--- src/rtl/serial_alu_seq_pkg.sv ---
// Shared definitions for the bit-serial ALU sequencer and its integration wrappers.
// State encodings are fixed so that debug probes and wrappers can decode them.
package serial_alu_defs;

    typedef enum logic [1:0] {
        S_IDLE = 2'd0,
        S_RUN  = 2'd1,
        S_DONE = 2'd2
    } state_t;

    localparam logic [2:0] ALU_OP_ADD = 3'b011;

endpackage

--- src/rtl/serial_alu_seq.sv ---
// Bit-serial sequencer around a 1-bit ALU slice: feeds LSB-first bit pairs,
// chains the slice carry and assembles the result and flags under start/ready/done.
module serial_alu_seq
    import serial_alu_defs::*;
#(
    parameter int WIDTH = 8
) (
    input  logic             clk,
    input  logic             reset,
    input  logic             start,
    input  logic [2:0]       op,
    input  logic             carry_in,
    input  logic [WIDTH-1:0] a,
    input  logic [WIDTH-1:0] b,
    output logic             ready,
    output logic             busy,
    output logic             done,
    output logic [WIDTH-1:0] result,
    output logic             carryout,
    output logic             zero,
    output logic             overflow,
    output logic             alu_a,
    output logic             alu_b,
    output logic             alu_cin,
    output logic [2:0]       alu_s,
    input  logic             alu_out,
    input  logic             alu_cout
);

    localparam int CW = $clog2(WIDTH) + 1;

    state_t           state, state_nxt;
    logic [WIDTH-1:0] a_sh, b_sh, res_sh, res_nxt;
    logic [2:0]       op_q;
    logic             carry_q;
    logic [CW-1:0]    count;
    logic             last;

    assign last    = (state == S_RUN) && (count == CW'(WIDTH - 1));
    assign res_nxt = {alu_out, res_sh[WIDTH-1:1]};

    always_ff @(posedge clk or posedge reset) begin
        if (reset) state <= S_IDLE;
        else       state <= state_nxt;
    end

    always_comb begin
        state_nxt = state;
        ready     = 1'b0;
        busy      = 1'b0;
        done      = 1'b0;
        alu_a     = 1'b0;
        alu_b     = 1'b0;
        alu_cin   = 1'b0;
        alu_s     = op_q;
        case (state)
            S_IDLE: begin
                ready = 1'b1;
                if (start) state_nxt = S_RUN;
            end
            S_RUN: begin
                busy    = 1'b1;
                alu_a   = a_sh[0];
                alu_b   = b_sh[0];
                alu_cin = carry_q;
                if (last) state_nxt = S_DONE;
            end
            S_DONE: begin
                ready     = 1'b1;
                done      = 1'b1;
                state_nxt = start ? S_RUN : S_IDLE;
            end
            default: state_nxt = S_IDLE;
        endcase
    end

    // Bits accumulate in res_sh so the visible result only changes on completion;
    // on the last step carry_q still holds the carry into the MSB.
    always_ff @(posedge clk or posedge reset) begin
        if (reset) begin
            a_sh     <= '0;
            b_sh     <= '0;
            res_sh   <= '0;
            op_q     <= '0;
            carry_q  <= 1'b0;
            count    <= '0;
            result   <= '0;
            carryout <= 1'b0;
            zero     <= 1'b0;
            overflow <= 1'b0;
        end else if (start && ready) begin
            a_sh    <= a;
            b_sh    <= b;
            op_q    <= op;
            carry_q <= carry_in;
            count   <= '0;
            res_sh  <= '0;
        end else if (state == S_RUN) begin
            a_sh    <= a_sh >> 1;
            b_sh    <= b_sh >> 1;
            res_sh  <= res_nxt;
            carry_q <= alu_cout;
            count   <= count + CW'(1);
            if (last) begin
                result   <= res_nxt;
                carryout <= alu_cout;
                overflow <= carry_q ^ alu_cout;
                zero     <= (res_nxt == '0);
            end
        end
    end

endmodule

--- config.mk ---
export PLATFORM = sky130hd
export DESIGN_NAME = serial_alu_seq
export DESIGN_NICKNAME = d
export VERILOG_FILES = /design/src/rtl/serial_alu_seq_pkg.sv /design/src/rtl/serial_alu_seq.sv
export SDC_FILE = /design/constraint.sdc
export NUM_CORES = 1
export LEC_CHECK = 0
export ABC_AREA = 1
export BUFFER_PORTS_ARGS = -buffer_cell sky130_fd_sc_hd__buf_2
export CAP_MARGIN = 30
export CORE_ASPECT_RATIO = 0.5
export CORE_MARGIN = 5
export CORE_UTILIZATION = 40
export DETAILED_ROUTE_END_ITERATION = 7
export GPL_TIMING_DRIVEN = 0
export REMOVE_ABC_BUFFERS = 1
export SKIP_CTS_REPAIR_TIMING = 1
export SLEW_MARGIN = 20
export SYNTH_ARGS = -nofsm -noshare
export SYNTH_HDL_FRONTEND = slang
export SYNTH_SLANG_ARGS = --single-unit
--- constraint.sdc ---
create_clock -name clk -period 2.1 [get_ports clk]
set_clock_uncertainty 0.15 [all_clocks]
set_input_delay 0.105 -clock clk [delete_from_list [all_inputs] [get_ports clk]]
set_output_delay 0.105 -clock clk [all_outputs]
set_load 0.05 [all_outputs]
# Word level (Yosys, flattened, before mapping)

Index checks and enable logic that the tools add are counted.

Memory bits (read-only): 0
Memories kept: 0
Latch bits: 0
Flip-flop bits (word level): 45
Input port bits: 25
Logic and storage cells: 47
Bits in writable memories: 0

Divide/modulo/power cells: 0
Reductions and logical operators: 8
Bitwise logic cells: 2
Shift operators: 0
Multipliers: 0
Multiplexer cells: 20
Equality and inequality tests: 5
$add $sub $neg: 1
$lt $le $gt $ge: 0

Operator list:

| kind                                                 | count |
|---|---|
| 2-to-1 mux 8 bit                                     | 6 |
| 2-to-1 mux 1 bit                                     | 9 |
| logical NOT 8 bit                                    | 1 |
| 2-to-1 mux 4 bit                                     | 2 |
| case mux 2 bit (3 select lines)                      | 1 |
| adder 4 x 1 -> 4 bit (second input constant)         | 1 |
| equality test 4 x 3 -> 1 bit (second input constant) | 1 |
| 2-to-1 mux 2 bit                                     | 2 |
| inequality test 2 bit (second input constant)        | 2 |
| AND reduction 3 bit                                  | 1 |
| equality test 2 x 1 -> 1 bit (second input constant) | 1 |
| equality test 2 bit (second input constant)          | 1 |
| logical AND 1 bit                                    | 2 |
| logical NOT 2 bit                                    | 1 |
| AND reduction 2 bit                                  | 1 |
| nonzero test 2 bit                                   | 1 |
| OR reduction 2 bit                                   | 1 |
| inverter 1 bit                                       | 1 |
| XOR 1 bit                                            | 1 |

# Logic depth before layout (Yosys ltp)

Gate-level depths: netlist of run 1.

Depth in word-level cells: 6
Gate-level depth with buffers: 7
Mapped depth without buffers: 6

# Worst setup path after synthesis of run 1

No wires, ideal clock.

Path type: reg2out
Start: reg state[1]
End: out alu_a
Required time: 1,845 ps
Cell stages (with the launch flop): 5
Slack: 419 ps
Buffers on the path: 1
Arrival: 1,426 ps
Path through: dfrtp_1 inv_1 nand2_1 buf_2 nor2_1

Word-level cells in the longest chain between the ends: 2

Ends and longest elaborated chain:

| what                         | RTL line             | text |
|---|---|---|
| start: declaration           | serial_alu_seq.sv:32 | `state_t state, state_nxt;` |
| start signal: assignment     | serial_alu_seq.sv:44 | `else state <= state_nxt;` |
| equality test 2 x 1 -> 1 bit | serial_alu_seq.sv:56 | `case (state)` |
| 2-to-1 mux 1 bit             | serial_alu_seq.sv:56 |  |
| end: declaration             | serial_alu_seq.sv:22 | `output logic alu_a,` |

Every way passes these cells.

# Final worst setup path of run 1

Start: reg state[1]
End: out alu_cin

Word-level cells in the longest chain between the ends: 2

Ends and longest elaborated chain:

| what                         | RTL line             | text |
|---|---|---|
| equality test 2 x 1 -> 1 bit | serial_alu_seq.sv:56 |  |
| 2-to-1 mux 1 bit             | serial_alu_seq.sv:56 |  |
| end: declaration             | serial_alu_seq.sv:24 | `output logic alu_cin,` |

Every way passes these cells.

==> results of run 1 <==
power by group through the flow:
stage	clock network [W]	logic, W	registers [W]
detailed placement	0	0.00183	0.00145
global route	0.000614	0.00203	0.00149
global placement	0	0.00180	0.00144
finish	0.000557	0.00184	0.00144
floorplan	0	0.000974	0.00187
CTS	0.000580	0.00183	0.00144
synth_stat cells:
| master | instances |
|---|---|
| sky130_fd_sc_hd__nor2_1 | 15 |
| sky130_fd_sc_hd__nor2_4 | 1 |
| sky130_fd_sc_hd__a21oi_1 | 1 |
| sky130_fd_sc_hd__nand2_1 | 84 |
| sky130_fd_sc_hd__xnor2_1 | 1 |
| sky130_fd_sc_hd__o21ai_1 | 10 |
| sky130_fd_sc_hd__inv_2 | 3 |
| sky130_fd_sc_hd__o21ai_0 | 3 |
| sky130_fd_sc_hd__ha_1 | 1 |
| sky130_fd_sc_hd__dfrtp_1 | 44 |
| sky130_fd_sc_hd__nand4_1 | 1 |
| sky130_fd_sc_hd__buf_6 | 1 |
| sky130_fd_sc_hd__nand2_4 | 1 |
| sky130_fd_sc_hd__nand3_1 | 17 |
| sky130_fd_sc_hd__nand2_2 | 1 |
| sky130_fd_sc_hd__inv_1 | 18 |
| sky130_fd_sc_hd__or2_2 | 1 |
| sky130_fd_sc_hd__buf_2 | 6 |
| sky130_fd_sc_hd__o22ai_1 | 7 |
cell families after synthesis:
| logic type | after synthesis | share of synthesized area, % |
|---|---|---|
| DFF | 44 | 59.4 |
| xor gates and xnor gates | 1 | 0.472 |
| and+or+nand+nor | 121 | 26.9 |
| AOI/OAI and AO/OA | 21 | 6.14 |
| adders and majority gates | 1 | 0.675 |
| buffers and inverters | 28 | 6.48 |
area by class of cell:
cell class	instances	area [sq um]
fillers	411	1990
multi-input cells	144	633
flip-flops and latches	44	1100
repair buffers	68	470
well taps	57	71.3
inverters	21	78.8
clock buffers	7	96.3
registers in the layout, summed over array words and instances, names as in the netlist:
| signal | flops |
|---|---|
| res_sh | 7 |
| overflow | 1 |
| carry_q | 1 |
| alu_s | 3 |
| state | 2 |
| b_sh | 8 |
| count | 4 |
| result | 8 |
| zero | 1 |
| a_sh | 8 |
| carryout | 1 |
per-layer routing:
layer  global-route usage, %  vias to the layer above
met5                       0                        -
met4                    6.64                        0
met3                    4.23                        6
met2                    23.0                       30
met1                    15.8                      705
li1                        -                      808
worst paths after layout:
kind | endpoint | slack [ps] | cells after the start
worst max-delay path | alu_cin | 250 | 4
worst min-delay path | b_sh[5]$_DFFE_PP0P_ | -9 | 5
worst max register to register | b_sh[3]$_DFFE_PP0P_ | 250 | 6
worst min register to register | alu_s[1]$_DFFE_PP0P_ | 330 | 2
max in group asynchronous | alu_s[1]$_DFFE_PP0P_ | 1130 | 4
min in group asynchronous | zero$_DFFE_PP0P_ | 190 | 3
worst max-delay path: stages (launching register included):
cell and delay, ps:
sky130_fd_sc_hd__dfrtp_1 410, sky130_fd_sc_hd__inv_1 100, sky130_fd_sc_hd__nand2_1 300, sky130_fd_sc_hd__nor2_1 200, sky130_fd_sc_hd__buf_2 290
stage by stage:
stage                     cells  util (%)  area, sq um  setup slack (ps)
after floorplan             209         -         1810               206
after global placement      310      47.3         2100               237
after detailed placement    311      47.8         2120               247
after CTS                   318      50.0         2220               224
after global routing        341      55.1         2450              7.91
final                       341      55.1         2450               248
==> results.md, run 1 <==
Status:
- The flow ran to the end, but the final reports show violations.
- The checks that failed: negative hold slack.

Final layout:
- The final net count is 310.
- The number of antenna diodes in the final layout is 0.
- In the layout the commonest cells are 84 x sky130_fd_sc_hd__nand2_1, 44 x sky130_fd_sc_hd__dfrtp_1, 44 x sky130_fd_sc_hd__buf_2.
- In the final layout, the share of cells above drive strength 1 is 21.1%.
- Compared with the post-synthesis result, the final layout area differs by 32.2%.
- The most frequent standard cell in the layout excluding fill and tap cells is sky130_fd_sc_hd__nand2_1.

Route:
- Detailed routing placed a total of 212 um of wire on met3.
- The highest routed metal layer is met4.
- For this block, the via count after detailed routing is 1549.
- Once detail routing completed, the nets flagged for antenna violations numbered 0.
- In the detailed route, the total length drawn on met2 is 1680 um.
- After detailed routing, the wire length on met1 is 1750 um.
- The wire length per cell after detailed routing is 10.9 um.
- After the first detailed-routing iteration, the DRC count stood at 49.
- After detailed routing, the total wire length is 3710 um.
- Using the TritonRoute via totals, the vias-per-cell ratio works out to 4.54.
- The number of remaining DRC errors is 0.
- Before antenna repair, the detailed router went through 6 iterations.

Worst setup path:
- The worst setup path is of the flop to output port kind.
- For the worst setup path, the data arrival time is 1600 ps.
- Tracing the worst setup path back leads to its startpoint at state[1]$_DFFE_PP0P_.
- The data required time at the worst endpoint is 1850 ps.
- In this run the worst path has a maximum fanout of 15.
- The kind of launch point of the worst setup path is a flop.
- The startpoint identified for the worst register-to-register timing path is state[1]$_DFFE_PP0P_.
- The worst setup path is captured at an output port.

Timing:
- The headroom to the max-slew limit is 60.0%.
- Setup violations remaining at the end of the flow were counted as 0.
- At the pin with the least slew margin, the transition time is 599 ps.
- The final count of pins violating max slew is 0.
- The number of hold violations in the final report is 1.
- The worst hold margin is -9.18 ps.
- The final sum of negative setup slack is 0 ps.
- The share of the cycle needed by the critical path after routing is 88.2%.
- Derived from the worst setup path, the maximum achievable clock frequency is 540 MHz.
- Setup repair after global routing left no endpoint under its margin.
- The minimum period implied by the final worst setup slack is 1850 ps.

GRT:
- For this run the aggregate overflow at the end of global routing stands at 0.
- Global routing used 13.5% of the available tracks.
- The first global-routing pass estimated 6570 um of wire.
- Entering global routing, the biggest net connects 29 pins.
- The via count of the first global-routing pass came to 1473.
- The initial antenna violation count is 0.

Floorplanning:
- The vertical extent of the die is 58.1 um.
- The core region is 4450 sq um.
- The I/O pin count is 45.
- The number of placement rows is 17.
- The horizontal die dimension is 106 um.
- The floorplan die area is 6180 sq um.
- The initial cell density of the core is 41.7%.

Power and ir drop:
- Per report_power, the combinational group accounts for 48.0% of the total.
- The power after layout is 0.00383 W.
- The internal power component is 0.00203 W.
- The clock power share is 14.5%.
- The sequential cell fraction of total power is 37.5%.
- In this run the static leakage power is 1.30 nW.
- The analysis attributes to net switching a power of 0.00180 W.
- IR analysis of the VDD net gives a maximum drop of 0.443 mV.
- Of the total power, the share spent switching nets is 47.0%.
- The total power per unit cell area is 1560 nW/um^2.

CTS:
- Clock-pin slew was measured on the worst setup and hold paths at 80 ps.
- Clock tree synthesis inserted a total of 5 buffers.
- In this run the clock root is driven by a sky130_fd_sc_hd__clkbuf_8.
- The clock reaches the later pin of the worst-skew pair after 290 ps.
- The clock net sink count is 44.
- The level count of the clock H-tree is 2.
- TritonCTS built the clock tree.
- The clock passes through at most 2 buffers.

Placed design:
- The wire-length estimate of the detail-placed layout is 2480 um.
- At the end of routability-driven placement, the weighted congestion stood at 0.690.
- The number of buffer cells added on primary ports is 44.

Synthesis:
- Of all cell types, the one taking the most synthesized area is sky130_fd_sc_hd__dfrtp_1.
- Sequential elements use 59.4% of the synthesized area.
- The number of distinct library cells after synthesis is 19.
- The area fraction of the dominant cell type after synthesis is 59.4%.
- Yosys attributes the largest share of cell area to sky130_fd_sc_hd__dfrtp_1 59%, sky130_fd_sc_hd__nand2_1 17%, sky130_fd_sc_hd__nand3_1 4.6%.
- After technology mapping, the gate count stands at 216.
- Each instance of the synthesized netlist takes up on average 8.58 sq um.
- During synthesis, Yosys emitted a total of 0 warnings.
- Synthesis inferred 44 register bits.
- The cell area that synthesis handed to floorplanning was 1850 sq um.

Min path:
- The worst hold-check path type is input port to flop.
- The startpoint of the worst hold path is b[5].

Flow run:
- The tool flagged a number of max-cap violations equal to 0.
Note: power is estimated with default switching activity, not from simulation.
==> run 2, diff against run 1 <==
--- a/config.mk
+++ b/config.mk
@@ -10,7 +10,7 @@
 export CAP_MARGIN = 30
 export CORE_ASPECT_RATIO = 0.5
 export CORE_MARGIN = 5
-export CORE_UTILIZATION = 40
+export CORE_UTILIZATION = 30
 export DETAILED_ROUTE_END_ITERATION = 7
 export GPL_TIMING_DRIVEN = 0
 export REMOVE_ABC_BUFFERS = 1
==> run 2 against run 1 <==
Against the previous run: the run now ends clean; sequential cell count is the same; sequential power is essentially flat; sequential share of layout area shrank 2.1 points; combinational power is essentially flat; critical path depth grew 1; global-route usage shrank 2.6 points.
==> results.md, run 2 (same netlist as run 1, synthesis figures left out) <==
Status:
- The flow ran to the end, and the final reports show no timing, DRC or antenna violations.

GRT:
- The total global routing track utilization is 11.0%.
- The met3 routing resource usage after global routing is 3.27%.
- The final global-route overflow total is 0.
- The initial antenna violation count came to 0.
- The maximum number of pins on one net before global-route repair is 27.
- The met1 global-route usage is 11.7%.
- The first global-routing pass estimated 7040 um of wire.
- The global routing usage on met2 is 21.1%.
- The via count of the first global-routing pass came to 1597.
- The global routing stage identified its most utilized layer as met2.

Floorplanning:
- After floorplanning, the core was divided into 20 placement rows.
- The initial utilization of the core area, before any placement, comes to 30.7%.
- Measured along the y axis, the die boundary spans 65.6 um.
- The horizontal die dimension is 121 um.
- The floorplan step defined a die boundary enclosing 7950 sq um.
- Pin placement for this block handled 45 I/O pins.
- The placeable core area is 6030 sq um.

Placed design:
- In this run the tool buffered the top-level ports with 44 buffer cells.
- The weighted congestion at the end of routability-driven global placement is 0.745.
- Counting tap cells, the placed design contains a total of 342 instances.
- The placed wire-length estimate after detailed placement is 2800 um.
- In this run the cell area measured after placement is 2160 sq um.
- Prior to clock tree synthesis, the placed netlist has a worst setup slack of 182 ps.

Power and ir drop:
- VDD sags by at most 0.521 mV.
- In this run the power density over the cells is 1670 nW/um^2.
- The analysis attributes to cell leakage a power of 1.33 nW.

CTS:
- After clock tree synthesis, the clock-pin slew on the worst setup and hold paths is 60 ps.
- The clock latency on the worst-skew pair is 280 ps.
- The clock passes through at most 2 buffers.
- CTS built an H-tree with a depth of 2.
- The CTS tree is done.
- The total CTS buffers is 5.
- The root buffer cell is sky130_fd_sc_hd__clkbuf_16.
- The clock drives 44 sinks.

Timing:
- Setup repair after global routing left no endpoint under its margin.
- For the finished layout, the period the worst path requires is 1850 ps.
- Across all setup checks in the final design, the least slack found is 247 ps.
- The headroom to the max-slew limit is 58.6%.
- The final count of pins violating max slew was 0.
- The share of the cycle needed by the critical path after routing is 88.3%.
- Static timing analysis puts the maximum clock frequency at 540 MHz.
- The number of hold violations in the final report came to 0.
- The actual transition at the worst max-transition pin is 619 ps.
- The final-report setup violation count is 0.
- The final sum of negative setup slack is 0 ps.

Worst setup path:
- The nature of the critical path endpoint is a flop.
- The largest single stage delay on the critical path is 490 ps.
- The cell that appears most often on the critical path is sky130_fd_sc_hd__nand2_1.
- Grouping stages by cell kind, the critical path spends the most delay in simple AND/OR/NAND/NOR gates.
- The worst setup path is launched from a flop.
- Together, buffers and inverters on the worst path number 1.
- The arrival time of data at the critical path endpoint is 1840 ps.
- In this run the worst path has a maximum fanout of 20.
- The cell at the slowest stage of the critical path is sky130_fd_sc_hd__nand2_1.
- The signal on the critical path passes through inv_2 > nor2_4 > nand2_1 > nand2_1 > o21ai_1.
- The start-to-end type of the worst setup path is flop to flop.
- At the worst endpoint, the required time is 2090 ps.

Route:
- The count of nets left with antenna violations once routing finished came out at 0.
- The first detailed-routing pass took 4 iterations.
- The number of remaining DRC errors is 0.
- The via count is 1591.
- The wire length after detailed routing is 4160 um.
- The DRC violation total after the first TritonRoute iteration is 107.
- In the routed layout, each cell is associated on average with a via count of 4.29.
- The wire length per cell after detailed routing is 11.2 um.

Flow run:
- The max-capacitance violation count is 0.

Final layout:
- The share of layout cells above drive strength 1 is 21.6%.
- The most frequent standard cell in the layout excluding fill and tap cells is sky130_fd_sc_hd__nand2_1.
- The area growth from synthesis to layout is 38.7%.
- The finished cells cover 2570 sq um.
- In the final layout, the registers with the most flip-flops are a_sh (8), b_sh (8), result (8).
- The count of placed standard cells in the final layout, fillers left out is 371.
- The number of antenna diodes in the final layout is 0.
- Counting the fill cells in the layout gives 595.
- The top cell types in the final layout, fill and taps aside, are 83 x sky130_fd_sc_hd__nand2_1, 44 x sky130_fd_sc_hd__dfrtp_1, 44 x sky130_fd_sc_hd__buf_2.
- The final net count is 309.

Min path:
- The tightest min-delay check is of the input port to flop type.
## run 2: power breakdown
group | switching, W | total (W) | internal (W)
sequential | 0.000213 | 0.00144 | 0.00123
combinational | 0.00135 | 0.00186 | 0.000511
clock | 0.000301 | 0.000976 | 0.000674
total | 0.00187 | 0.00428 | 0.00242
## run 2: path summary, 6_finish.rpt
kind / endpoint / cells past startpoint / slack (ps) / from
worst min register to register: a_sh[5]$_DFFE_PP0P_ / 2 / 330 / a_sh[5]$_DFFE_PP0P_
min in group asynchronous: res_sh[4]$_DFFE_PP0P_ / 3 / 220 / reset
max in group asynchronous: carry_q$_DFFE_PP0P_ / 4 / 1100 / reset
worst max-delay path: result[7]$_DFFE_PP0P_ / 5 / 250 / state[0]$_DFFE_PP0P_
worst min-delay path: b_sh[5]$_DFFE_PP0P_ / 5 / 2 / b[5]
worst max register to register: result[7]$_DFFE_PP0P_ / 5 / 250 / state[0]$_DFFE_PP0P_
## run 2: per-stage QoR
step | hold WS [ps] | power, W | utilization, %
6_report | 2.23 | 0.00428 | 42.6
2_1_floorplan | 64.6 | 0.00284 | -
3_5_place_dp | -21.3 | 0.00331 | 35.9
4_1_cts | -317 | 0.00430 | 38.9
3_3_place_gp | 151 | 0.00324 | 35.5
5_1_grt | 22.1 | 0.00461 | 42.6
## run 2: layout make-up
cell class                      count  area (sq um)  area share [%]
Tap cell                           88           110            4.28
Sequential cell                    44          1100            42.8
Clock inverter                      2          60.1            2.34
Clock buffer                        5           125            4.87
Multi-Input combinational cell    144           636            24.7
Inverter                           21          78.8            3.07
Timing Repair Buffer               67           460            17.9
## run 2: metal layers
metal	vias to the layer above	share of wire (%)
met1	765	45
met2	15	51
met4	0	0.67
met3	2	3.5
li1	809	-
met5	-	0
## run 2: worst min-delay path: cells and delay by family
family,cells,cell delay (ps)
simple gates,3,190
buf+inv,2,100
